<file path="src/rtl/bound_flasher_monitor_if.sv">
// Monitor-side view of the bound flasher: sampled LED/flick inputs plus checker results.
interface bound_flasher_monitor_if #(
    parameter int unsigned CNT_W = 8
) ();
    logic [15:0]      led_in;
    logic             flick_n;
    logic [2:0]       phase;
    logic             busy;
    logic             seq_done;
    logic             err;
    logic [1:0]       err_code;
    logic             abort;
    logic [CNT_W-1:0] cycle_count;
    logic [CNT_W-1:0] err_count;

    modport master (
        output led_in, flick_n,
        input  phase, busy, seq_done, err, err_code, abort, cycle_count, err_count
    );

    modport slave (
        input  led_in, flick_n,
        output phase, busy, seq_done, err, err_code, abort, cycle_count, err_count
    );
endinterface

</file>
<file path="src/rtl/bound_flasher_monitor.sv">
// Passive checker for the bound flasher: tracks the six-segment LED walk, flags
// illegal steps, aborts and completed sequences, and keeps saturating tallies.
module bound_flasher_monitor #(
    parameter int unsigned CNT_W = 8
) (
    input  logic                  clk,
    input  logic                  reset,
    bound_flasher_monitor_if.slave mon
);
    typedef enum logic {IDLE, TRACK} state_e;

    state_e           state_q, state_d;
    logic [2:0]       phase_q, phase_d;
    logic [15:0]      prev_led_q;
    logic             prev_flick_n_q;
    logic             seq_done_q, seq_done_d;
    logic             err_q, err_d;
    logic             abort_q, abort_d;
    logic [1:0]       err_code_q, err_code_d;
    logic [CNT_W-1:0] cycle_cnt_q, cycle_cnt_d;
    logic [CNT_W-1:0] err_cnt_q, err_cnt_d;

    logic [16:0]      led_x, prev_x;
    logic             step_up, step_dn, seg_up, kick;
    logic [15:0]      seg_end;

    // 17-bit compares so 0xFFFF+1 and 0-1 never alias onto legal values
    assign led_x   = {1'b0, mon.led_in};
    assign prev_x  = {1'b0, prev_led_q};
    assign step_up = (led_x == prev_x + 17'd1);
    assign step_dn = (led_x + 17'd1 == prev_x);
    assign seg_up  = ~phase_q[0];
    assign kick    = ((phase_q == 3'd3) || (phase_q == 3'd5)) && step_up &&
                     ((prev_led_q == 16'd0) || (prev_led_q == 16'd5)) && !prev_flick_n_q;

    always_ff @(posedge clk or posedge reset) begin
        if (reset) begin
            state_q        <= IDLE;
            phase_q        <= '0;
            prev_led_q     <= '0;
            prev_flick_n_q <= 1'b1;
            seq_done_q     <= 1'b0;
            err_q          <= 1'b0;
            abort_q        <= 1'b0;
            err_code_q     <= '0;
            cycle_cnt_q    <= '0;
            err_cnt_q      <= '0;
        end else begin
            state_q        <= state_d;
            phase_q        <= phase_d;
            prev_led_q     <= mon.led_in;
            prev_flick_n_q <= mon.flick_n;
            seq_done_q     <= seq_done_d;
            err_q          <= err_d;
            abort_q        <= abort_d;
            err_code_q     <= err_code_d;
            cycle_cnt_q    <= cycle_cnt_d;
            err_cnt_q      <= err_cnt_d;
        end
    end

    always_comb begin
        state_d    = state_q;
        phase_d    = phase_q;
        seq_done_d = 1'b0;
        err_d      = 1'b0;
        abort_d    = 1'b0;
        err_code_d = err_code_q;
        case (phase_q)
            3'd0:    seg_end = 16'd15;
            3'd1:    seg_end = 16'd5;
            3'd2:    seg_end = 16'd10;
            3'd4:    seg_end = 16'd5;
            default: seg_end = 16'd0;
        endcase

        case (state_q)
            IDLE: begin
                if (mon.led_in == 16'd0) begin
                    state_d = IDLE;
                end else if (mon.led_in == 16'd1 && prev_led_q == 16'd0) begin
                    state_d = TRACK;
                    phase_d = 3'd0;
                end else begin
                    err_d      = 1'b1;
                    err_code_d = (mon.led_in <= 16'd15) ? 2'b10 : 2'b11;
                end
            end
            TRACK: begin
                // ordering below is the check priority; every failure resynchronises to IDLE
                if (mon.led_in > 16'd15) begin
                    err_d      = 1'b1;
                    err_code_d = 2'b11;
                    state_d    = IDLE;
                end else if (mon.led_in == 16'd0 && prev_led_q > 16'd1) begin
                    abort_d = 1'b1;
                    state_d = IDLE;
                end else if ((seg_up && step_up) || (!seg_up && step_dn)) begin
                    if (mon.led_in == seg_end) begin
                        if (phase_q == 3'd5) begin
                            seq_done_d = 1'b1;
                            state_d    = IDLE;
                        end else begin
                            phase_d = phase_q + 3'd1;
                        end
                    end
                end else if (kick) begin
                    phase_d = phase_q - 3'd1;
                end else if (step_up || step_dn) begin
                    err_d      = 1'b1;
                    err_code_d = 2'b01;
                    state_d    = IDLE;
                end else begin
                    err_d      = 1'b1;
                    err_code_d = 2'b10;
                    state_d    = IDLE;
                end
            end
            default: state_d = IDLE;
        endcase

        cycle_cnt_d = cycle_cnt_q;
        if (seq_done_d && cycle_cnt_q != '1) cycle_cnt_d = cycle_cnt_q + 1'b1;
        err_cnt_d = err_cnt_q;
        if (err_d && err_cnt_q != '1) err_cnt_d = err_cnt_q + 1'b1;
    end

    always_comb begin
        mon.phase = (state_q == TRACK) ? phase_q : 3'd7;
        mon.busy  = (state_q == TRACK);
    end

    assign mon.seq_done    = seq_done_q;
    assign mon.err         = err_q;
    assign mon.abort       = abort_q;
    assign mon.err_code    = err_code_q;
    assign mon.cycle_count = cycle_cnt_q;
    assign mon.err_count   = err_cnt_q;
endmodule
</file>
<file path="src/flat_wrapper.sv">
// flat-port wrapper written by rule: the top's interface ports become plain ports
module bound_flasher_monitor_flat 
#(
    parameter int unsigned CNT_W = 8
)
  (clk, reset, mon_led_in, mon_flick_n, mon_phase, mon_busy, mon_seq_done, mon_err, mon_err_code, mon_abort, mon_cycle_count, mon_err_count);
  bound_flasher_monitor_if #(.CNT_W(CNT_W)) mon_i ();
  input  logic clk;
  input  logic reset;
  input wire logic [$bits(mon_i.led_in)-1:0] mon_led_in;
  input wire logic [$bits(mon_i.flick_n)-1:0] mon_flick_n;
  output wire logic [$bits(mon_i.phase)-1:0] mon_phase;
  output wire logic [$bits(mon_i.busy)-1:0] mon_busy;
  output wire logic [$bits(mon_i.seq_done)-1:0] mon_seq_done;
  output wire logic [$bits(mon_i.err)-1:0] mon_err;
  output wire logic [$bits(mon_i.err_code)-1:0] mon_err_code;
  output wire logic [$bits(mon_i.abort)-1:0] mon_abort;
  output wire logic [$bits(mon_i.cycle_count)-1:0] mon_cycle_count;
  output wire logic [$bits(mon_i.err_count)-1:0] mon_err_count;
  assign mon_i.led_in = mon_led_in;
  assign mon_i.flick_n = mon_flick_n;
  assign mon_phase = mon_i.phase;
  assign mon_busy = mon_i.busy;
  assign mon_seq_done = mon_i.seq_done;
  assign mon_err = mon_i.err;
  assign mon_err_code = mon_i.err_code;
  assign mon_abort = mon_i.abort;
  assign mon_cycle_count = mon_i.cycle_count;
  assign mon_err_count = mon_i.err_count;
  bound_flasher_monitor #(.CNT_W(CNT_W)) u_core (.clk(clk), .reset(reset), .mon(mon_i));
endmodule
</file>
<file path="config.mk">
export PLATFORM = sky130hd
export DESIGN_NAME = bound_flasher_monitor_flat
export DESIGN_NICKNAME = d
export VERILOG_FILES = /design/src/rtl/bound_flasher_monitor_if.sv /design/src/rtl/bound_flasher_monitor.sv /design/src/flat_wrapper.sv
export SDC_FILE = /design/constraint.sdc
export NUM_CORES = 1
export LEC_CHECK = 0
export ABC_AREA = 0
export ABC_CLOCK_PERIOD_IN_PS = 2870
export CORE_UTILIZATION = 51
export CTS_CLUSTER_DIAMETER = 120
export DETAILED_ROUTE_END_ITERATION = 10
export PLACE_DENSITY = 0.87
export SETUP_SLACK_MARGIN = 0.3
export SYNTH_ARGS = -nofsm -noshare
export SYNTH_HDL_FRONTEND = slang
export SYNTH_SLANG_ARGS = --single-unit
</file>
<file path="constraint.sdc">
create_clock -name clk -period 2.87 [get_ports clk]
set_input_delay 0.4305 -clock clk [delete_from_list [all_inputs] [get_ports clk]]
set_output_delay 0.4305 -clock clk [all_outputs]
set_load 0.1 [all_outputs]
</file>
==> results of run 1 <==
==> worst reg2reg max path, cell delays in order, from the launching register on <==
cell      delay (ns)
dfrtp_2         0.47
nor4_4          0.33
nand4_1         0.29
buf_4           0.23
or4_4           0.56
a211oi_4        0.44
o31ai_4         0.15
buf_6           0.17
nand2_4         0.06
mux2_4          0.31
==> worst paths after layout <==
check	endpoint	slack [ns]
worst min register to register	u_core.mon.cycle_count[6]	0.50
worst max register to register	u_core.mon.err_count[1]	-0.23
max in group asynchronous	u_core.prev_led_q[11]	1.88
worst max-delay path	u_core.mon.err_count[1]	-0.23
worst min-delay path	u_core.prev_led_q[7]	0.32
min in group asynchronous	u_core.mon.cycle_count[0]	0.40
==> cells in the final DEF (no fill, tap or decap), drive strengths merged, types with 13 or more instances in the layout <==
master,count
buf,151
nand4,15
nor2,32
xor2,14
nor4,14
xnor2,21
nand3,21
dfrtp,41
ha,13
nor3,14
nand2,37
inv,16
==> through the flow <==
step | hold WS (ns) | instances | utilization
floorplan | 0.435 | 403 | -
global placement | 0.479 | 612 | 0.699
detailed placement | 0.485 | 612 | 0.699
CTS | 0.403 | 646 | 0.790
global route | 0.318 | 652 | 0.811
finish | 0.320 | 652 | 0.811
==> power by group through the flow <==
stage	clock network, W	registers, W	logic [W]
after detailed placement	0	0.000698	0.000655
final	0.000450	0.000703	0.000759
after global routing	0.000472	0.000705	0.000781
after CTS	0.000428	0.000690	0.000697
after global placement	0	0.000695	0.000643
after floorplan	0	0.000898	0.000238
==> sequential cells by signal (all words and copies together), names as in the netlist <==
name	flops
u_core.prev_led_q	16
u_core.mon.cycle_count	8
u_core.mon.err_count	8
u_core.phase_q	3
u_core.mon.err_code	2
u_core.mon.abort	1
u_core.mon.busy	1
u_core.mon.err	1
u_core.mon.seq_done	1
u_core.prev_flick_n_q	1
==> layer usage <==
metal | vias up | routed length (um) | track usage
met4 | 0 | 1050 | 0.120
met3 | 122 | 1780 | 0.0724
li1 | 1793 | - | -
met5 | - | 0 | 0
met2 | 383 | 7120 | 0.627
met1 | 2043 | 5300 | 0.438
==> synth_stat cells, drive strengths merged, types with 4 or more instances <==
cell type,instances,area share
nor4b,4,0.011
nor3b,9,0.020
o21a,4,0.0083
nand2,37,0.042
ha,13,0.045
or4,7,0.016
nor4,14,0.032
and3,8,0.014
nor2,32,0.034
buf,20,0.036
xnor2,21,0.051
o31ai,4,0.016
a21oi,8,0.011
o211ai,9,0.022
clkbuf,4,0.0041
a31oi,4,0.0086
mux2i,4,0.011
xor2,14,0.034
dfrtp,41,0.28
nor3,14,0.019
inv,15,0.016
nand4,15,0.032
and4,6,0.015
nor2b,7,0.012
nand3,21,0.032
o21ai,8,0.011
a31o,4,0.0097
mux2,8,0.025
==> what timing repair did <==
item	CTS	global route
setup endpoints to repair	24	24
gates resized for setup	91	32
setup buffers	26	6
pin swaps	28	22
==> final cells by class <==
cell class	instances	area (um^2)
Timing Repair Buffer	169	1360
Tap cell	96	120
Fill cell	365	1290
Inverter	15	61.3
Sequential cell	42	1060
Clock buffer	5	68.8
Multi-Input combinational cell	322	2840
Clock inverter	3	28.8
==> kinds of logic after synthesis <==
logic type      synth area share
simple gates               0.310
compound gates             0.177
flops                      0.291
buf+inv                   0.0560
xor+xnor                  0.0847
fa+ha+maj                 0.0450
mux                       0.0360
==> metrics.txt, run 1 <==
status=finished, violations left; failing checks=negative setup slack; Routability Congestion=0.927; initial antenna violation count=0; post-detailed-route wirelength per cell=23.4 um; CP max FO=4; sequence of cells on the critical path=nor4_4, nand4_1, buf_4, or4_4, a211oi_4, o31ai_4, buf_6, nand2_4, mux2_4; Post-Route WL=15,200 um; fin crit period=3.10 ns; die area=0.00743 mm^2; stages on the worst setup path=9; Mapped Area=0.00362 mm^2; Synth Instances=403; Die H=86.2 um; CP delay by family, top=simple AND/OR/NAND/NOR gates; total power=0.00191 W; slowest CP cell=or4_4; Worst Path Arrival=3.31 ns; worst hold path class=primary input to flip-flop; Iter 0 DRT Violations=638; CP peak stage delay=0.56 ns; # DRC=0; CTS root buf=clkbuf_8; power share of the combinational group=0.397; Avg Inst Size Synth=8.98 um^2; Peak VDD IR=0.400 mV; Area Growth Syn to Fin=53.2%; Tcrit/Tclk final=1.08; Critical Path End Type=flip-flop; predominant post-synthesis flop cell=dfrtp_1; Post-synth EDFFs=0; HP Start=mon_led_in[7]; Synth cell types=82; Seq/Total Area, Yosys=0.291; CP bufs+invs=2; die width=86.2 um; worst r2r path cells=9; Slew HR=0.625; # Max-Cap Violations=0; cts hold-fix bufs=0; Clk pwr share=0.235; startpoint types=flip-flop; Routed Antenna Nets=0; synth warn=0; clk_lat worst skew=0.32 ns; fraction of registers with async set or reset after synthesis=1.00; post-synth net total=435; HPWL after detailed placement=8420 um; vias in the first global route=4,062; number of synthesized register bits=42; Static Leak=2.33 nW; GRT Resource Usage Total=0.357; Vias=4,341; CP startpoint=u_core.prev_led_q[15]; Port Buffers=43; Worst Hold Path Cells=1; first-pass GRT wire length=20,300 um; FF-to-FF Start=u_core.prev_led_q[15]; Highest Clock Rate=0.323 GHz; Final Max Tran Viols=0; final setup fails=20; largest net degree at the start of global routing=17; worst setup path category=flip-flop to flip-flop; CTS tree=done; CTS max path bufs=2; Place WS=-0.570 ns; total grt overflow=0; Setup Skew=0.00954 ns; worst endpoint required time=3.09 ns; DP Area=0.00477 mm^2; Post-Route Setup TNS=-2.48 ns; Int Power=0.00109 W; Num Clock Sinks=42; RSZ-0062 raised after global routing=yes; Top-Level Pins=44; n_diodes=0; Fin. Hold Viols=0; H-tree levels=2; Flop pwr share=0.368; Initial Util=0.529; switching pwr=0.000827 W; final-stage net count=587; row count=30; share of layout cells above drive strength 1=0.489; CTS Buf Count=5; sw frac=0.432; Worst Setup Slack, final=-0.228 ns; final non-filler cell area=0.00554 mm^2; Worst Tran Pin Value=0.559 ns; power per standard cell area=345 mW/mm^2; drt first pass iters=6; Core Area=0.00683 mm^2; detailed-route vias per instance=6.66; CTS clk-pin slew, worst paths=0.10 ns
Note: power is estimated with default switching activity, not from simulation.
==> inputs of run 2 (changes only) <==
CTS_CLUSTER_SIZE = 28   (was not set)
==> results of run 2 <==
No change in the layout: final DEF, timing and power equal those of run 1.
==> inputs of run 3 (changes only) <==
CTS_CLUSTER_SIZE = 12   (was 28)
==> results of run 3 <==
No change in the layout: final DEF, timing and power equal those of run 1.
